## src/rtl/settle_monitor_pkg.sv

```systemverilog
// settle_monitor_pkg: shared state encoding, default parameters and magnitude helper
package settle_monitor_pkg;
    localparam int DEF_WIDTH       = 18;
    localparam int DEF_HOLD        = 16;
    localparam int DEF_CNT_W       = 24;
    localparam int DEF_MAX_SAMPLES = 1000000;

    typedef enum logic [1:0] {IDLE, TRACK, SETTLED, TIMEOUT} state_t;

    // Callers sign-extend their operands to 64 bits, so the difference never
    // wraps for any word width up to 62 bits.
    function automatic logic [63:0] abs_diff(input logic signed [63:0] a, input logic signed [63:0] b);
        logic signed [63:0] d;
        d = a - b;
        return d < 0 ? -d : d;
    endfunction
endpackage

```

## src/rtl/settle_monitor_band_check.sv

```systemverilog
// band_check: combinational |i_v_in - i_target| <= i_tol window comparator
//   i_v_in, i_target : signed words sharing one exponent
//   i_tol            : unsigned band half-width, same exponent
//   o_in_band        : high when the sample lies inside the band (edge inclusive)
module band_check import settle_monitor_pkg::*; #(
    parameter int WIDTH = DEF_WIDTH
) (
    input  logic signed [WIDTH-1:0] i_v_in,
    input  logic signed [WIDTH-1:0] i_target,
    input  logic        [WIDTH-2:0] i_tol,
    output logic                    o_in_band
);
    assign o_in_band = abs_diff(64'(i_v_in), 64'(i_target)) <= 64'(i_tol);
endmodule

```

## src/rtl/settle_monitor.sv

```systemverilog
// settle_monitor: measures when a fixed-point filter output settles within +/-tol of a target
//   clk, rst_n            : clock, asynchronous active-low reset
//   start                 : one-cycle pulse arming (or restarting) a measurement
//   v_valid, v_in         : sample strobe and signed sample
//   target, tol           : expected final value and unsigned band half-width
//   busy                  : measurement in progress
//   done                  : one-cycle pulse when the measurement ends
//   settled, timeout      : sticky outcome flags
//   settle_time           : index of the first sample of the qualifying run (MAX_SAMPLES on timeout)
//   peak                  : max sample seen while tracking, only with SETTLE_MONITOR_PEAK_EN defined
module settle_monitor import settle_monitor_pkg::*; #(
    parameter int WIDTH       = DEF_WIDTH,
    parameter int HOLD        = DEF_HOLD,
    parameter int CNT_W       = DEF_CNT_W,
    parameter int MAX_SAMPLES = DEF_MAX_SAMPLES
) (
    input  logic                    clk,
    input  logic                    rst_n,
    input  logic                    start,
    input  logic                    v_valid,
    input  logic signed [WIDTH-1:0] v_in,
    input  logic signed [WIDTH-1:0] target,
    input  logic        [WIDTH-2:0] tol,
    output logic                    busy,
    output logic                    done,
    output logic                    settled,
    output logic                    timeout,
    output logic        [CNT_W-1:0] settle_time
`ifdef SETTLE_MONITOR_PEAK_EN
    ,
    output logic signed [WIDTH-1:0] peak
`endif
);
    localparam int RUN_W = $clog2(HOLD + 1);
    localparam logic [CNT_W-1:0] MAX_N    = CNT_W'(MAX_SAMPLES);
    localparam logic [RUN_W-1:0] LAST_RUN = RUN_W'(HOLD - 1);

    state_t             r_state, w_state;
    logic [CNT_W-1:0]   r_n, w_n;
    logic [RUN_W-1:0]   r_run, w_run;
    logic [CNT_W-1:0]   r_cand, w_cand;
    logic [CNT_W-1:0]   r_settle_time, w_settle_time;
    logic               r_busy, r_done, w_done;
    logic               r_settled, w_settled;
    logic               r_timeout, w_timeout;
    logic               w_in_band;
`ifdef SETTLE_MONITOR_PEAK_EN
    logic signed [WIDTH-1:0] r_peak, w_peak;
`endif

    band_check #(.WIDTH(WIDTH)) u_band (
        .i_v_in   (v_in),
        .i_target (target),
        .i_tol    (tol),
        .o_in_band(w_in_band)
    );

    always_comb begin
        w_state       = r_state;
        w_n           = r_n;
        w_run         = r_run;
        w_cand        = r_cand;
        w_settle_time = r_settle_time;
        w_settled     = r_settled;
        w_timeout     = r_timeout;
        w_done        = 1'b0;
`ifdef SETTLE_MONITOR_PEAK_EN
        w_peak        = r_peak;
`endif
        // start outranks a coincident sample, which is therefore dropped
        if (start) begin
            w_state       = TRACK;
            w_n           = '0;
            w_run         = '0;
            w_cand        = '0;
            w_settle_time = '0;
            w_settled     = 1'b0;
            w_timeout     = 1'b0;
`ifdef SETTLE_MONITOR_PEAK_EN
            w_peak        = '0;
`endif
        end else if (r_state == TRACK && v_valid) begin
            w_run  = w_in_band ? r_run + 1'b1 : '0;
            w_cand = (w_in_band && r_run == '0) ? r_n : r_cand;
            w_n    = (r_n == MAX_N) ? r_n : r_n + 1'b1;
`ifdef SETTLE_MONITOR_PEAK_EN
            w_peak = (r_n == '0 || v_in > r_peak) ? v_in : r_peak;
`endif
            // settling is tested first so it wins a tie with the timeout
            if (w_in_band && r_run == LAST_RUN) begin
                w_state       = SETTLED;
                w_settled     = 1'b1;
                w_settle_time = w_cand;
                w_done        = 1'b1;
            end else if (w_n == MAX_N) begin
                w_state       = TIMEOUT;
                w_timeout     = 1'b1;
                w_settle_time = MAX_N;
                w_done        = 1'b1;
            end
        end
    end

    always_ff @(posedge clk or negedge rst_n) begin
        if (!rst_n) begin
            r_state       <= IDLE;
            r_n           <= '0;
            r_run         <= '0;
            r_cand        <= '0;
            r_settle_time <= '0;
            r_busy        <= 1'b0;
            r_done        <= 1'b0;
            r_settled     <= 1'b0;
            r_timeout     <= 1'b0;
`ifdef SETTLE_MONITOR_PEAK_EN
            r_peak        <= '0;
`endif
        end else begin
            r_state       <= w_state;
            r_n           <= w_n;
            r_run         <= w_run;
            r_cand        <= w_cand;
            r_settle_time <= w_settle_time;
            r_busy        <= (w_state == TRACK);
            r_done        <= w_done;
            r_settled     <= w_settled;
            r_timeout     <= w_timeout;
`ifdef SETTLE_MONITOR_PEAK_EN
            r_peak        <= w_peak;
`endif
        end
    end

    assign busy        = r_busy;
    assign done        = r_done;
    assign settled     = r_settled;
    assign timeout     = r_timeout;
    assign settle_time = r_settle_time;
`ifdef SETTLE_MONITOR_PEAK_EN
    assign peak        = r_peak;
`endif
endmodule
```

## config.mk

```make
export PLATFORM = sky130hd
export DESIGN_NAME = settle_monitor
export DESIGN_NICKNAME = d
export VERILOG_FILES = /design/src/rtl/settle_monitor_pkg.sv /design/src/rtl/settle_monitor_band_check.sv /design/src/rtl/settle_monitor.sv
export SDC_FILE = /design/constraint.sdc
export NUM_CORES = 1
export LEC_CHECK = 0
export BUFFER_PORTS_ARGS = -buffer_cell sky130_fd_sc_hd__clkbuf_2
export CAP_MARGIN = 5
export CELL_PAD_IN_SITES_DETAIL_PLACEMENT = 1
export CELL_PAD_IN_SITES_GLOBAL_PLACEMENT = 1
export CORE_ASPECT_RATIO = 1.25
export CORE_MARGIN = 2
export CORE_UTILIZATION = 35
export CTS_CLUSTER_SIZE = 14
export DETAILED_ROUTE_END_ITERATION = 7
export GPL_ROUTABILITY_DRIVEN = 0
export GPL_TIMING_DRIVEN = 0
export PLACE_DENSITY = 0.67
export SYNTH_ARGS = -nofsm -noshare
export SYNTH_HDL_FRONTEND = slang
export SYNTH_HIERARCHICAL = 1
export SYNTH_SLANG_ARGS = --single-unit
```

## constraint.sdc

```tcl
create_clock -name clk -period 3.1 [get_ports clk]
set_input_delay 0.62 -clock clk [delete_from_list [all_inputs] [get_ports clk]]
set_output_delay 0.62 -clock clk [all_outputs]
set_load 0.005 [all_outputs]
```

==> results of run 1 <==
## cell families (layout without fill, tap and decap cells)
group / count (synthesis) / after routing / share of synthesized area
DFF: 83 / 83 / 0.314
and+or+nand+nor: 320 / 320 / 0.242
muxes: 24 / 24 / 0.0363
buffers and inverters: 105 / 238 / 0.0702
adders and majority gates: 42 / 42 / 0.0806
AOI/OAI and AO/OA: 197 / 197 / 0.194
xor gates and xnor gates: 47 / 47 / 0.0622
## timing repair
action / 4_1_cts / 5_1_grt
cloned: 5 / 1
pin swaps: 30 / 25
resized for setup: 144 / 61
endpoints found under the setup margin: 59 / 59
buffers inserted: 20 / 10
## worst paths after layout
check	from	end	slack, ps
setup / recovery	v_in[0]	settle_time[20]	-2550
hold / removal	rst_n	settle_time[4]	270
setup reg to reg	r_n[4]	settle_time[20]	-410
hold reg to reg	settled	settled	520
max in group asynchronous	rst_n	r_n[15]	2180
min in group clk	settled	settled	520
## synth_stat cells, drive strengths merged (18+ instances only)
master,count,area (sq um)
clkbuf,36,138
nand4,18,128
xnor2,32,280
a21oi,63,315
dfrtp,83,2080
buf,19,139
o21ai,55,275
mux2i,24,240
nor2b,20,125
a21o,18,136
nor2,76,285
nand2,108,408
inv,50,188
ha,41,513
## routing by layer
metal,track usage,share of wire,up-vias
met1,0.246,0.40,3183
li1,-,-,3112
met5,0,0,-
met2,0.425,0.54,117
met4,0.0748,0.024,0
met3,0.0186,0.029,35
## power by group
part / total (mW) / internal, mW / switching, mW
Clock: 1.14 / 0.654 / 0.489
Sequential: 1.10 / 1.09 / 0.0122
Combinational: 1.50 / 0.703 / 0.793
Total: 3.74 / 2.45 / 1.29
## registers in the layout, indices dropped and copies added (netlist names), 2 cells and up
register	flops
r_n	24
settle_time	24
r_state	2
r_run	5
r_cand	24
## layout make-up
| class | instances | area (sq um) |
|---|---|---|
| repair buffers | 118 | 806 |
| flip-flops and latches | 83 | 2080 |
| clock inverters | 6 | 71.3 |
| multi-input cells | 630 | 4840 |
| fillers | 2212 | 9660 |
| inverters | 50 | 200 |
| plain buffers | 54 | 455 |
| well taps | 232 | 290 |
| clock buffers | 10 | 239 |
## worst max-delay path: stages
cell	delay [ps]
clkbuf_16	130
inv_12	40
ha_4	120
inv_2	40
fa_2	340
a21o_1	190
buf_6	120
a221oi_4	340
o21ai_2	120
and4b_1	220
a211oi_2	230
or4b_4	510
o21a_1	210
xor2_1	140
ha_1	320
a211o_1	320
a211oi_2	170
o22ai_2	110
a311oi_4	420
nand4_1	200
buf_8	200
clkbuf_16	170
mux2i_4	200
nor2_2	70
a21oi_1	160
o21ai_1	110
## per-stage QoR
step / instance area (sq um) / instances
5_1_grt: 8980 / 1183
4_1_cts: 8680 / 1175
3_3_place_gp: 7500 / 1134
3_5_place_dp: 7530 / 1135
2_1_floorplan: 6790 / 818
6_report: 8980 / 1183
==> impl_metrics.csv, run 1 <==
group,metric,value,unit
synth,ys_seq_area_frac,0.314,
detailed_routing,first_pass_iters,4,
synth,syn-cell-area,6610,sq um
synth,synth_warnings,6,
clock_network,clk_pin_slew,70,ps
synth,avgSynthCellArea,8.09,sq um
detailed_routing,finalWirelength,21700,microns
critical_path,cp.arrival,5860,ps
sta,fin_ws,-2550,ps
run_status,run_status,"complete, but fails checks",
sta,period_share,1.82,
sta,maxSlewHeadroom,0.454,
hold_path,hold_class,"in2async",
cells_and_area,nNetsFinal,1045,
floorplanning,dieArea,20000,sq um
synth,synthArstFlopShare,1.00,
pwr,p_total,3.74,mW
global_routing,antenna_found_initial,0,
cells_and_area,diodes,0,
sta,skew,11.3,ps
floorplanning,rows,56,
synth,yosys_register_bits,83,
run_status,failed_checks,"setup timing",
critical_path,ff2ff_path_depth,7,
synth,synth_cell_types,73,
clock_network,cts_max_level,3,
critical_path,start_kind,"primary input",
sta,setup_tns,-138450,ps
global_routing,gr-usage-all-layers,0.218,
place,preCtsSetupSlack,-4020,ps
critical_path,critical_path_class,"in2reg",
detailed_routing,drcViolationCount,0,
critical_path,crit_path_end_kind,"flip-flop",
synth,synth-main-ff-cell,"dfrtp_1",
sta,fmax,0.177,GHz
synth,syn_nets,917,
critical_path,crit_path_max_fanout,7,
place,dpl.hpwl,15200,microns
clock_network,cts_buffers,9,
clock_network,clock_latency,350,ps
global_routing,grt_max_degree,49,
global_routing,grt_pass1_wl,34400,microns
floorplanning,die_w,127,microns
detailed_routing,wl_per_cell,18.4,microns
global_routing,grt_pass1_vias,6691,
floorplanning,io_pins,85,
pwr,leakagePower,3.88,nW
sta,hold_viol,0,
critical_path,cp.required,3300,ps
cells_and_area,fin_util,0.482,
sta,drv_slew,0,
sta,hold-worst-slack,271,ps
detailed_routing,viasPerCell,5.45,
pwr,power.density,416,nW/um^2
detailed_routing,dr.first_iter.drc_count,253,
clock_network,cts_sinks,83,
sta,rsz0062_at_grt,"yes",
cells_and_area,mostFrequentLayoutCell,"clkbuf_2",
synth,synth-edff-count,0,
cells_and_area,area_growth,35.8,%
sta,tightest_slew,819,ps
floorplanning,core_area,18600,sq um
cells_and_area,final_layout_size_suffix_gt1_frac,0.338,
floorplanning,die_y,158,microns
pwr,ir_drop,0.248,mV
cells_and_area,final_cell_mix,"clkbuf_2 (84), dfrtp_1 (83), nand2_1 (81), nor2_1 (62), inv_1 (48)",
run,max_cap_violations,0,
floorplanning,start_util,0.355,
sta,final-setup-viol-count,59,
clock_network,cts_tree,"done",
place,port-buffer-count,84,
global_routing,grt_overflow_total,0,
sta,min_period,5650,ps
clock_network,cts_hold_buf,0,
synth,synthCells,818,
clock_network,cts_root_buf,"clkbuf_16",
detailed_routing,postRouteAntennaNets,0,
clock_network,max-clock-path-buffers,2,
detailed_routing,via_count,6447,
(Power assumes the default switching activity.)
==> run 2, diff against run 1 <==
- REMOVE_ABC_BUFFERS: default -> 1
- SKIP_LAST_GASP: default -> 1
- TNS_END_PERCENT: default -> 1
==> run 2 against run 1 <==
Final cell count fell by 4.6%. Cell area fell by 12%. The run still ends with setup timing left. Critical path depth did not move. Highest routed layer unchanged. Worst hold slack improved by 40 ps. Worst setup slack got worse by 79 ps. Combinational power fell by 16%. Wire length fell by 13%. Sequential power barely moved. Die area did not move.
==> impl_metrics.csv, run 2 (same netlist as run 1, synthesis figures left out) <==
group,metric,value,unit
global_routing,grt_pass1_wl,31500,microns
sta,drv_slew,0,
clock_network,cts_tree,"done",
sta,fin_ws,-2630,ps
sta,hold-worst-slack,311,ps
sta,maxSlewHeadroom,0.314,
sta,hold_viol,0,
critical_path,crit_path_end_kind,"flip-flop",
global_routing,grt_max_degree,52,
floorplanning,core_area,18600,sq um
detailed_routing,finalWirelength,19000,microns
run,max_cap_violations,0,
sta,final-setup-viol-count,59,
floorplanning,io_pins,85,
floorplanning,die_y,158,microns
sta,fmax,0.175,GHz
cells_and_area,diodes,0,
sta,skew,9.18,ps
place,port-buffer-count,84,
sta,tightest_slew,1020,ps
global_routing,antenna_found_initial,0,
cells_and_area,stdcell_count,1128,
cells_and_area,fillers,2252,
detailed_routing,viasPerCell,5.40,
detailed_routing,postRouteAntennaNets,0,
run_status,run_status,"complete, but fails checks",
cells_and_area,stdcell_area,7950,sq um
floorplanning,dieArea,20000,sq um
pwr,power.density,437,nW/um^2
place,preCtsSetupSlack,-5090,ps
critical_path,crit_buf_inv,5,
cells_and_area,nNetsFinal,992,
detailed_routing,drcViolationCount,0,
clock_network,cts_sinks,83,
sta,rsz0062_at_grt,"yes",
detailed_routing,wl_per_cell,16.8,microns
clock_network,cts_hold_buf,0,
cells_and_area,final_cell_mix,"nand2_1 (106), dfrtp_1 (83), clkbuf_2 (82), nor2_1 (68), a21oi_1 (62)",
critical_path,slowest_stage,"or4_4",
detailed_routing,first_pass_iters,4,
global_routing,grt_pass1_vias,6358,
place,postPlaceCellArea,7180,sq um
sta,period_share,1.85,
detailed_routing,via_count,6086,
clock_network,cts_max_level,3,
critical_path,start_kind,"primary input",
critical_path,cp.required,3280,ps
floorplanning,start_util,0.355,
critical_path,cpPeakStageDelay,590,ps
clock_network,max-clock-path-buffers,2,
clock_network,cts_root_buf,"clkbuf_16",
clock_network,clock_latency,340,ps
critical_path,crit_path_max_fanout,7,
critical_path,cp_top_family,"compound AO/OA/AOI/OAI gates",
run_status,failed_checks,"setup timing",
cells_and_area,area_growth,20.1,%
global_routing,grt_overflow_total,0,
sta,min_period,5730,ps
clock_network,cts_buffers,9,
cells_and_area,final_layout_size_suffix_gt1_frac,0.218,
place,place_inst,1086,
critical_path,critical_path_class,"in2reg",
sta,setup_tns,-147640,ps
detailed_routing,dr.first_iter.drc_count,222,
pwr,ir_drop,0.203,mV
critical_path,cp.arrival,5910,ps
clock_network,clk_pin_slew,60,ps
floorplanning,rows,56,
hold_path,hold_class,"in2async",
floorplanning,die_w,127,microns
global_routing,gr-usage-all-layers,0.196,
place,dpl.hpwl,13100,microns
pwr,leakagePower,3.55,nW
cells_and_area,mostFrequentLayoutCell,"nand2_1",
[run 2: cell types whose count changed in the layout (fill, tap and decap cells not counted), sizes merged]
cell	delta
nand2	+1
or3	+2
clkinvlp	-2
inv	-2
or2	+1
buf	-24
clkbuf	-31
[run 2: worst paths after layout]
kind,startpoint,to,slack [ps],cells past startpoint
max,v_in[0],settle_time[0],-2630,26
min,rst_n,settle_time[2],310,1
max reg2reg,r_n[0],settle_time[15],-350,7
min reg2reg,timeout,timeout,510,2
max in group asynchronous,rst_n,r_n[23],2140,2
min in group clk,timeout,timeout,510,2
[run 2: repair_timing]
item                                    CTS  global route
resized for setup                        60             6
cloned                                    5             0
pin swaps                                45            12
endpoints found under the setup margin   59            60
setup buffers                            21             2
hold endpoints to repair                  0             0
[run 2: area by class of cell]
cell class	instances	area, sq um	area share
Inverter	50	188	0.0236
Timing Repair Buffer	115	769	0.0968
Tap cell	232	290	0.0365
Multi-Input combinational cell	634	4320	0.544
Clock buffer	12	267	0.0335
Clock inverter	2	35.0	0.00441
Sequential cell	83	2080	0.261
[run 2: stage by stage]
| stage | util | total power [mW] |
|---|---|---|
| 2_1_floorplan | - | 1.78 |
| 3_3_place_gp | 0.378 | 2.05 |
| 3_5_place_dp | 0.385 | 2.10 |
| 4_1_cts | 0.425 | 3.50 |
| 5_1_grt | 0.426 | 3.66 |
| 6_report | 0.426 | 3.47 |
[run 2: metal layers]
layer / up-vias / share of wire / track usage
met5: - / 0 / 0
met4: 0 / 0.013 / 0.0445
met3: 14 / 0.024 / 0.0274
met2: 82 / 0.54 / 0.381
met1: 2983 / 0.42 / 0.225
li1: 3007 / - / -
[run 2: power breakdown]
part           internal (mW)  leakage (nW)  switching, mW
Combinational          0.574          2.26          0.691
Clock                  0.680         0.151          0.425
Sequential              1.09          1.15         0.0117
Total                   2.34          3.55           1.13
==> run 3, diff against run 2 <==
- CELL_PAD_IN_SITES_DETAIL_PLACEMENT: 1 -> 0
- CORE_UTILIZATION: 35 -> 44
- PLACE_DENSITY: 0.67 -> 0.81
==> run 3 against run 2 <==
The run still ends with setup timing left. First-iteration DRC count grew 59%. Final cell count shrank 4.0%. Highest routed layer unchanged. Sequential power is essentially flat. Largest cell class unchanged. Sequential cell count is the same. Core utilization grew 10 points. Largest power group unchanged. Global-route usage grew 3.5 points. Clock skew shrank 3.0 ps. Worst setup slack gained 150 ps. Fmax grew 2.6%. Combinational power is essentially flat.
==> impl_metrics.csv, run 3 (same netlist as run 1, synthesis figures left out) <==
group,metric,value,unit
clock_network,cts_root_buf,"clkbuf_16",
run,max_cap_violations,0,
clock_network,clock_latency,340,ps
floorplanning,rows,50,
clock_network,cts_tree,"done",
sta,rsz0062_at_grt,"yes",
sta,fin_ws,-2480,ps
global_routing,grt_pass1_vias,6035,
pwr,p_switching,1.11,mW
sta,maxSlewHeadroom,0.229,
floorplanning,die_y,141,microns
detailed_routing,postRouteAntennaNets,0,
critical_path,cp.required,3370,ps
pwr,pwr-share-clk,0.288,
run_status,run_status,"complete, but fails checks",
cells_and_area,final_cell_mix,"nand2_1 (106), dfrtp_1 (83), clkbuf_2 (82), nor2_1 (73), a21oi_1 (62)",
sta,hold_viol,0,
critical_path,crit_path_max_fanout,7,
detailed_routing,finalWirelength,18000,microns
critical_path,start_kind,"primary input",
floorplanning,io_pins,85,
clock_network,cts_max_level,3,
hold_path,hold_class,"in2async",
sta,final-setup-viol-count,59,
sta,setup_tns,-141240,ps
clock_network,max-clock-path-buffers,2,
floorplanning,dieArea,16000,sq um
pwr,combPwrFrac,0.384,
sta,skew,6.22,ps
sta,tightest_slew,1150,ps
floorplanning,die_w,114,microns
critical_path,critical_path_class,"in2reg",
clock_network,cts_sinks,83,
cells_and_area,mostFrequentLayoutCell,"nand2_1",
detailed_routing,wl_per_cell,16.6,microns
floorplanning,start_util,0.446,
global_routing,grt_overflow_total,0,
detailed_routing,dr.first_iter.drc_count,354,
global_routing,antenna_found_initial,0,
critical_path,cp.arrival,5850,ps
pwr,leakagePower,3.56,nW
cells_and_area,final_layout_size_suffix_gt1_frac,0.214,
place,dpl.hpwl,12100,microns
sta,min_period,5580,ps
cells_and_area,diodes,0,
place,port-buffer-count,84,
sta,period_share,1.80,
sta,fmax,0.179,GHz
place,place_inst,1035,
pwr,seqPwrFrac,0.328,
run_status,failed_checks,"setup timing",
detailed_routing,drcViolationCount,0,
cells_and_area,stdcell_count,1083,
detailed_routing,via_count,6101,
critical_path,crit_path_end_kind,"flip-flop",
cells_and_area,nNetsFinal,996,
pwr,ir_drop,0.235,mV
detailed_routing,viasPerCell,5.63,
floorplanning,core_area,14800,sq um
pwr,power.density,427,nW/um^2
pwr,switching_share,0.332,
pwr,intPower,2.24,mW
detailed_routing,first_pass_iters,5,
sta,drv_slew,0,
global_routing,gr-usage-all-layers,0.231,
global_routing,grt_pass1_wl,29600,microns
global_routing,grt_max_degree,50,
clock_network,cts_buffers,9,
cells_and_area,area_growth,18.7,%
clock_network,clk_pin_slew,60,ps
==> run 3: timing repair <==
action | 4_1_cts | 5_1_grt
endpoints found under the setup margin | 59 | 62
gates cloned | 5 | 0
pin swaps | 38 | 5
buffers inserted | 27 | 1
resized for setup | 55 | 5
hold buffers | 0 | 0
==> run 3: final cells by class <==
cell class / count / area [sq um]
fillers: 1368 / 6970
multi-input cells: 634 / 4300
clock buffers: 12 / 246
inverters: 50 / 188
clock inverters: 3 / 15.0
flip-flops and latches: 83 / 2080
well taps: 182 / 228
repair buffers: 119 / 796
==> run 3: final timing paths <==
path,cells after the start,startpoint,end,slack (ps)
worst max-delay path,26,v_in[0],settle_time[23],-2480
worst min-delay path,1,rst_n,settle_time[2],310
worst max register to register,7,r_n[1],settle_time[11],-420
worst min register to register,2,timeout,timeout,500
max in group asynchronous,2,rst_n,settle_time[20],2160
min in group clk,2,timeout,timeout,500
==> run 3: metrics by stage <==
step	area, sq um	hold slack (ps)	utilization	setup slack [ps]	total power, mW
finish	7850	307	0.530	-2480	3.36
CTS	7830	319	0.528	-2470	3.36
global route	7850	353	0.530	-2800	3.54
global placement	6990	489	0.471	-7730	2.02
floorplan	6340	324	-	-4780	1.78
detailed placement	7110	493	0.480	-5790	2.08
==> run 3: critical path, cell delays in order <==
cell      delay, ps
clkbuf_2         90
inv_2            60
ha_4            130
inv_2            40
fa_2            380
a21o_1          220
a221o_2         380
a221o_1         320
a211oi_2        210
nor2_2           90
or4_4           550
o21ai_2         170
xor2_1          200
ha_1            280
a21o_1          170
a211o_1         260
a211oi_2        180
o22ai_2         120
a311oi_4        300
buf_4           190
buf_6           120
nand2_8          80
or3_4           430
nor2_1          110
a21oi_1          50
o21ai_1         120
==> run 3: per-layer routing <==
layer / share of wire / global-route usage / wire (microns) / up-vias
li1: - / - / - / 3017
met1: 0.39 / 0.256 / 7030 / 2869
met2: 0.52 / 0.422 / 9330 / 170
met3: 0.053 / 0.0408 / 955 / 45
met4: 0.039 / 0.112 / 702 / 0
met5: 0 / 0 / 0 / -
==> run 3: power groups by stage <==
stage	combinational [mW]	sequential [mW]	clock, mW
after floorplan	0.660	1.12	0
after global placement	0.902	1.12	0
after detailed placement	0.961	1.12	0
after CTS	1.26	1.10	0.993
after global routing	1.40	1.10	1.04
final	1.29	1.10	0.967
